File: config.mk
export PLATFORM = sky130hd
export DESIGN_NAME = ooo_commit_buffer
export DESIGN_NICKNAME = d
export VERILOG_FILES = /design/src/rtl/ooo_commit_buffer.sv
export SDC_FILE = /design/constraint.sdc
export NUM_CORES = 2
export LEC_CHECK = 0
export CAP_MARGIN = 20
export CORE_MARGIN = 2
export CORE_UTILIZATION = 55
export DETAILED_ROUTE_END_ITERATION = 16
export GPL_TIMING_DRIVEN = 1
export PLACE_DENSITY_LB_ADDON = 0.3
export SLEW_MARGIN = 20
export SYNTH_ARGS = -nofsm -noshare
export SYNTH_HDL_FRONTEND = slang
export SYNTH_SLANG_ARGS = --single-unit
File: constraint.sdc
create_clock -name CLK -period 9.81 [get_ports CLK]
set_input_delay 1.962 -clock CLK [delete_from_list [all_inputs] [get_ports CLK]]
set_output_delay 1.962 -clock CLK [all_outputs]
set_load 0.005 [all_outputs]
File: src/rtl/ooo_commit_buffer.sv
// ooo_commit_buffer: 8-entry in-order commit buffer. Four execution units can
// write back out of order, and entries retire strictly from the head. The
// buffer flushes on an exception or a branch mispredict, and stops for good
// (until reset) when it commits a halt entry.
module ooo_commit_buffer (
  input  logic        CLK,
  input  logic        RST,
  // allocation
  input  logic        alloc_req,
  input  logic [4:0]  alloc_rd,
  input  logic [31:0] alloc_pc,
  input  logic        alloc_halt,
  output logic        alloc_ack,
  output logic [2:0]  alloc_tag,
  // writeback ports
  input  logic        wb_valid_au,
  input  logic [2:0]  wb_tag_au,
  input  logic [31:0] wdata_au,
  input  logic        wb_valid_mu,
  input  logic [2:0]  wb_tag_mu,
  input  logic [31:0] wdata_mu,
  input  logic        wb_valid_du,
  input  logic [2:0]  wb_tag_du,
  input  logic [31:0] wdata_du,
  input  logic        wb_valid_ls,
  input  logic [2:0]  wb_tag_ls,
  input  logic [31:0] wdata_ls,
  input  logic        wb_mal_addr_ls,
  input  logic        wb_mispredict_au,
  input  logic [31:0] wb_target_au,
  // commit
  output logic        commit_valid,
  output logic        rf_wen,
  output logic [4:0]  rf_rd,
  output logic [31:0] rf_wdata,
  output logic [31:0] commit_pc,
  // control
  output logic        flush,
  output logic [31:0] flush_pc,
  output logic        exception,
  output logic        halt,
  output logic        full,
  output logic        empty,
  output logic [3:0]  count
);

  localparam int DEPTH = 8;

  logic [2:0]  head_q, head_d, tail_q, tail_d;
  logic [3:0]  count_q, count_d;
  logic        halt_q, halt_d;

  logic        valid_q   [DEPTH];
  logic        valid_d   [DEPTH];
  logic        done_q    [DEPTH];
  logic        done_d    [DEPTH];
  logic [4:0]  rd_q      [DEPTH];
  logic [4:0]  rd_d      [DEPTH];
  logic [31:0] pc_q      [DEPTH];
  logic [31:0] pc_d      [DEPTH];
  logic [31:0] wdata_q   [DEPTH];
  logic [31:0] wdata_d   [DEPTH];
  logic        exc_q     [DEPTH];
  logic        exc_d     [DEPTH];
  logic        mispred_q [DEPTH];
  logic        mispred_d [DEPTH];
  logic [31:0] target_q  [DEPTH];
  logic [31:0] target_d  [DEPTH];
  logic        ehalt_q   [DEPTH];
  logic        ehalt_d   [DEPTH];

  assign full      = (count_q == 4'd8);
  assign empty     = (count_q == 4'd0);
  assign count     = count_q;
  assign alloc_tag = tail_q;
  assign halt      = halt_q;

  // Head-of-buffer commit decode, flush decision and allocation handshake
  always_comb begin
    commit_valid = valid_q[head_q] && done_q[head_q] && !halt_q;
    rf_wen       = 1'b0;
    rf_rd        = 5'd0;
    rf_wdata     = 32'd0;
    commit_pc    = 32'd0;
    flush        = 1'b0;
    exception    = 1'b0;
    flush_pc     = 32'd0;
    if (commit_valid) begin
      rf_rd     = rd_q[head_q];
      rf_wdata  = wdata_q[head_q];
      commit_pc = pc_q[head_q];
      rf_wen    = (rd_q[head_q] != 5'd0) && !exc_q[head_q];
      if (exc_q[head_q]) begin
        flush     = 1'b1;
        exception = 1'b1;
        flush_pc  = pc_q[head_q];
      end else if (mispred_q[head_q]) begin
        flush    = 1'b1;
        flush_pc = target_q[head_q];
      end
    end
    alloc_ack = alloc_req && !full && !flush && !halt_q;
  end

  // Next-state: flush wipes the buffer; otherwise writebacks, alloc and commit
  always_comb begin
    head_d  = head_q;
    tail_d  = tail_q;
    count_d = count_q;
    halt_d  = halt_q;
    for (int i = 0; i < DEPTH; i++) begin
      valid_d[i]   = valid_q[i];
      done_d[i]    = done_q[i];
      rd_d[i]      = rd_q[i];
      pc_d[i]      = pc_q[i];
      wdata_d[i]   = wdata_q[i];
      exc_d[i]     = exc_q[i];
      mispred_d[i] = mispred_q[i];
      target_d[i]  = target_q[i];
      ehalt_d[i]   = ehalt_q[i];
    end

    if (flush) begin
      for (int i = 0; i < DEPTH; i++) valid_d[i] = 1'b0;
      head_d  = 3'd0;
      tail_d  = 3'd0;
      count_d = 4'd0;
    end else begin
      // only the highest-priority unit hitting an entry writes its fields
      for (int i = 0; i < DEPTH; i++) begin
        if (valid_q[i]) begin
          if (wb_valid_ls && wb_tag_ls == 3'(i)) begin
            done_d[i]  = 1'b1;
            wdata_d[i] = wdata_ls;
            exc_d[i]   = wb_mal_addr_ls;
          end else if (wb_valid_du && wb_tag_du == 3'(i)) begin
            done_d[i]  = 1'b1;
            wdata_d[i] = wdata_du;
          end else if (wb_valid_mu && wb_tag_mu == 3'(i)) begin
            done_d[i]  = 1'b1;
            wdata_d[i] = wdata_mu;
          end else if (wb_valid_au && wb_tag_au == 3'(i)) begin
            done_d[i]    = 1'b1;
            wdata_d[i]   = wdata_au;
            mispred_d[i] = wb_mispredict_au;
            target_d[i]  = wb_target_au;
          end
        end
      end
      if (alloc_ack) begin
        valid_d[tail_q]   = 1'b1;
        done_d[tail_q]    = 1'b0;
        exc_d[tail_q]     = 1'b0;
        mispred_d[tail_q] = 1'b0;
        rd_d[tail_q]      = alloc_rd;
        pc_d[tail_q]      = alloc_pc;
        ehalt_d[tail_q]   = alloc_halt;
        tail_d            = tail_q + 3'd1;
      end
      if (commit_valid) begin
        valid_d[head_q] = 1'b0;
        head_d          = head_q + 3'd1;
      end
      count_d = count_q + {3'b000, alloc_ack} - {3'b000, commit_valid};
    end

    if (commit_valid && ehalt_q[head_q]) halt_d = 1'b1;
  end

  // State registers with synchronous reset taking priority over everything
  always_ff @(posedge CLK) begin
    if (RST) begin
      head_q  <= 3'd0;
      tail_q  <= 3'd0;
      count_q <= 4'd0;
      halt_q  <= 1'b0;
      for (int i = 0; i < DEPTH; i++) begin
        valid_q[i]   <= 1'b0;
        done_q[i]    <= 1'b0;
        rd_q[i]      <= 5'd0;
        pc_q[i]      <= 32'd0;
        wdata_q[i]   <= 32'd0;
        exc_q[i]     <= 1'b0;
        mispred_q[i] <= 1'b0;
        target_q[i]  <= 32'd0;
        ehalt_q[i]   <= 1'b0;
      end
    end else begin
      head_q  <= head_d;
      tail_q  <= tail_d;
      count_q <= count_d;
      halt_q  <= halt_d;
      for (int i = 0; i < DEPTH; i++) begin
        valid_q[i]   <= valid_d[i];
        done_q[i]    <= done_d[i];
        rd_q[i]      <= rd_d[i];
        pc_q[i]      <= pc_d[i];
        wdata_q[i]   <= wdata_d[i];
        exc_q[i]     <= exc_d[i];
        mispred_q[i] <= mispred_d[i];
        target_q[i]  <= target_d[i];
        ehalt_q[i]   <= ehalt_d[i];
      end
    end
  end

endmodule
==> flow_summary.ini <==
[layout]
num-nets-final = 4643
drive_above_1_share_pct = 11.1
area_growth_syn_to_layout_pct = 13.8
layout_common_cells = nor2_1, mux2i_1, edfxtp_1
layout_commonest_cell = nor2_1
design_area_um2 = 52600

[route]
drtIter0Drc = 4109
wl_per_cell_um = 26.4
drt_pass1_iterations = 6
vias = 36000
drc = 0
final_antenna_net_count = 0
via_per_inst = 6.44
drt-total-wl_um = 148000

[power_and_ir_drop]
leakagePower_nw = 17.8
p_sw_mw = 2.22
worst_ir_drop_vdd_v = 0.000126
pwr-share-comb_pct = 12.2
pwr-share-seq_pct = 47.0
power_frac_clock_pct = 40.8
pwr_density_cell_nw_per_um2 = 165
swShare_pct = 25.6
internal_power_mw = 6.45

[logic_synthesis]
syn-num-nets = 4676
synthCells = 4448
synth_compound_area_share_pct = 10.2
synthAdderAreaFrac_pct = 0.260
yosysSeqAreaShare_pct = 48.4
synth_flop_cell = edfxtp_1
syn_avg_cell_area_um2 = 10.4
yosys.area_share.simple_pct = 14.4
synth_cell_type_count = 67
synth.mux.area_fraction_pct = 21.5
ys_warn_count = 0
synth_xor_area_share_pct = 0.114
syn_area_um2 = 46200
synth_seq_cells = 862
synth_top_family_by_area = multiplexers
postSynth.asyncResetShare_pct = 0
synth_edf_count = 512

[die]
initial_utilization_pct = 55.4
coreArea_um2 = 83400
die_h_um = 294
num_io_pins = 335
placementRows = 106
die-width_um = 294
die_area_um2 = 86400

[worst_hold_path]
holdCritStartpoint = pc_q[7][19]$_SDFFE_PP0P_
hold_path_depth = 2
hold_end = pc_q[7][19]$_SDFFE_PP0P_
hold_path.class = reg2reg

[grt]
first_global_vias = 35200
grt_antenna_before_repair = 22
track_usage_pct = 33.7
grt_pass1_wl_um = 218000
grt_max_degree = 206
grt_overflow = 0

[clocking]
postCtsResizedCells = 0
root_buffer = clkbuf_16
cts_hold_buf = 0
clkSinkCount = 862
cts_setup_buffers = 0
h-tree-depth = 3
cts_tree = done
cts.path.max_buffers = 3
clkLatencyLatePin_ns = 0.68
cts_inserted_buffers = 91
clk_pin_slew_ns = 0.06

[timing]
hold_viol = 0
setup_violations = 0
setup_tns_ns = 0
fmax_mhz = 152
timing.final.crit_share_pct = 67.1
slew_violations = 0
slew_headroom_pct = 22.1
worstMarginPinSlew_ns = 1.17
min_period_ns = 6.58
fin_skew_ns = 0.0525
rsz0062_at_grt = no

[setup_path]
end_kind = output pin
arrival_ns = 4.62
crit_type = reg2out
r2r_end = target_q[1][8]$_SDFFCE_PN0P_
start_kind = flip-flop
cp_max_fo = 50
reg2reg_depth = 10
worst_ep_required_time_ns = 7.85
regToRegSetupSlack_ns = 4.46

[placed_design]
dp_hpwl_um = 84600
placed_area_um2 = 49500
numPortBuffers = 334
gp_congestion = 0.839

[job]
drv_cap = 0

[outcome]
status = finished clean
-- worst max-delay path, stage by stage, from the launching register on --
cell,delay (ns)
dfxtp_4,0.83
buf_4,0.90
mux2_2,0.47
or2_1,0.24
buf_4,0.27
nand2_1,0.19
inv_2,0.14
nor2_1,0.20
clkdlybuf4s50_1,0.69
-- routing by layer --
layer	global-route usage, %	vias up	wire [um]
met2	53.8	2189	69300
met1	42.5	17500	54900
met4	17.9	20	7100
met5	0	-	150
li1	-	15800	-
met3	8.08	483	16200
-- cell type report --
cell class	instances	area, um2
timing repair buffer	416	4010
fill	6531	30800
clock buffer	123	2530
clock inverter	48	541
antenna	14	35.0
multi-input combinational	3031	21700
inverter	13	48.8
tap	1080	1350
sequential	862	22400
-- through the flow --
step                      power, mW  util, %  worst slack (ns)  hold slack [ns]  std cells
after floorplan                4.80        -              5.28            0.433       4448
after global placement         5.16     59.3              3.96            0.438       5401
after detailed placement       5.18     59.3              3.87            0.444       5401
after CTS                      8.65     63.0              3.20            0.451       5572
after global routing           8.88     63.1              3.02            0.471       5584
final                          8.66     63.1              3.23            0.450       5587
-- flip-flops by register name, summed over array words and instances, names as in the netlist, named ones only --
name / flops
pc_q: 256
target_q: 256
wdata_q: 256
rd_q: 40
done_q: 8
ehalt_q: 8
exc_q: 8
mispred_q: 8
valid_q: 8
count: 4
alloc_tag: 3
head_q: 3
halt: 1
-- how the worst max path moves through the flow --
| stage | end | depth (start not counted) | slack (ns) |
|---|---|---|---|
| 2_1_floorplan | alloc_ack | 3 | 5.28 |
| 3_3_place_gp | alloc_ack | 8 | 3.96 |
| 3_5_place_dp | alloc_ack | 8 | 3.87 |
| 4_1_cts | alloc_ack | 8 | 3.20 |
| 5_1_grt | alloc_ack | 8 | 3.02 |
| 6_report | alloc_ack | 8 | 3.23 |
-- synth_stat cells (all sizes together), types with 3 or more instances --
cell type  count  share of area (%)
xnor2          3              0.057
a41oi          3              0.057
a21boi         4              0.089
clkbuf       372                3.2
mux4         210                 10
edfxtp       512                 33
nor3          56               0.61
a21o           4              0.065
a21oi        441                4.9
buf          170                1.9
nand2        445                3.6
xor2           3              0.057
and2         194                2.6
nor2         700                5.7
nor2b         37               0.50
dfxtp        350                 15
inv           13               0.11
a311oi         5              0.095
and4b          5               0.11
mux2           3              0.073
ha             8               0.22
o22a          33               0.63
nor3b          3              0.049
or2           18               0.24
nand4b         5              0.095
o31ai          3              0.049
o21a           4              0.065
and3           3              0.041
nand3b         5              0.081
mux2i        515                 11
a211oi       224                3.6
nor4bb         8               0.17
nand4          5              0.068
o21ai         40               0.43
o211ai         3              0.049
nor4b          4              0.076
nand3         11               0.12
nand2b         7              0.095
-- power groups by stage --
| stage | sequential, mW | combinational (mW) | clock, mW |
|---|---|---|---|
| floorplan | 4.12 | 0.674 | 0 |
| global placement | 4.14 | 1.02 | 0 |
| detailed placement | 4.15 | 1.03 | 0 |
| CTS | 4.07 | 1.03 | 3.54 |
| global route | 4.09 | 1.12 | 3.68 |
| finish | 4.08 | 1.05 | 3.53 |
-- kinds of logic after synthesis --
family | after synthesis
AND/OR/NAND/NOR | 1516
XOR/XNOR | 6
adder cells (fa/ha/maj) | 9
flip-flops | 862
multiplexers | 728
buffers and inverters | 555
AO/OA/AOI/OAI | 772
Power figures use the tool's default switching activity.
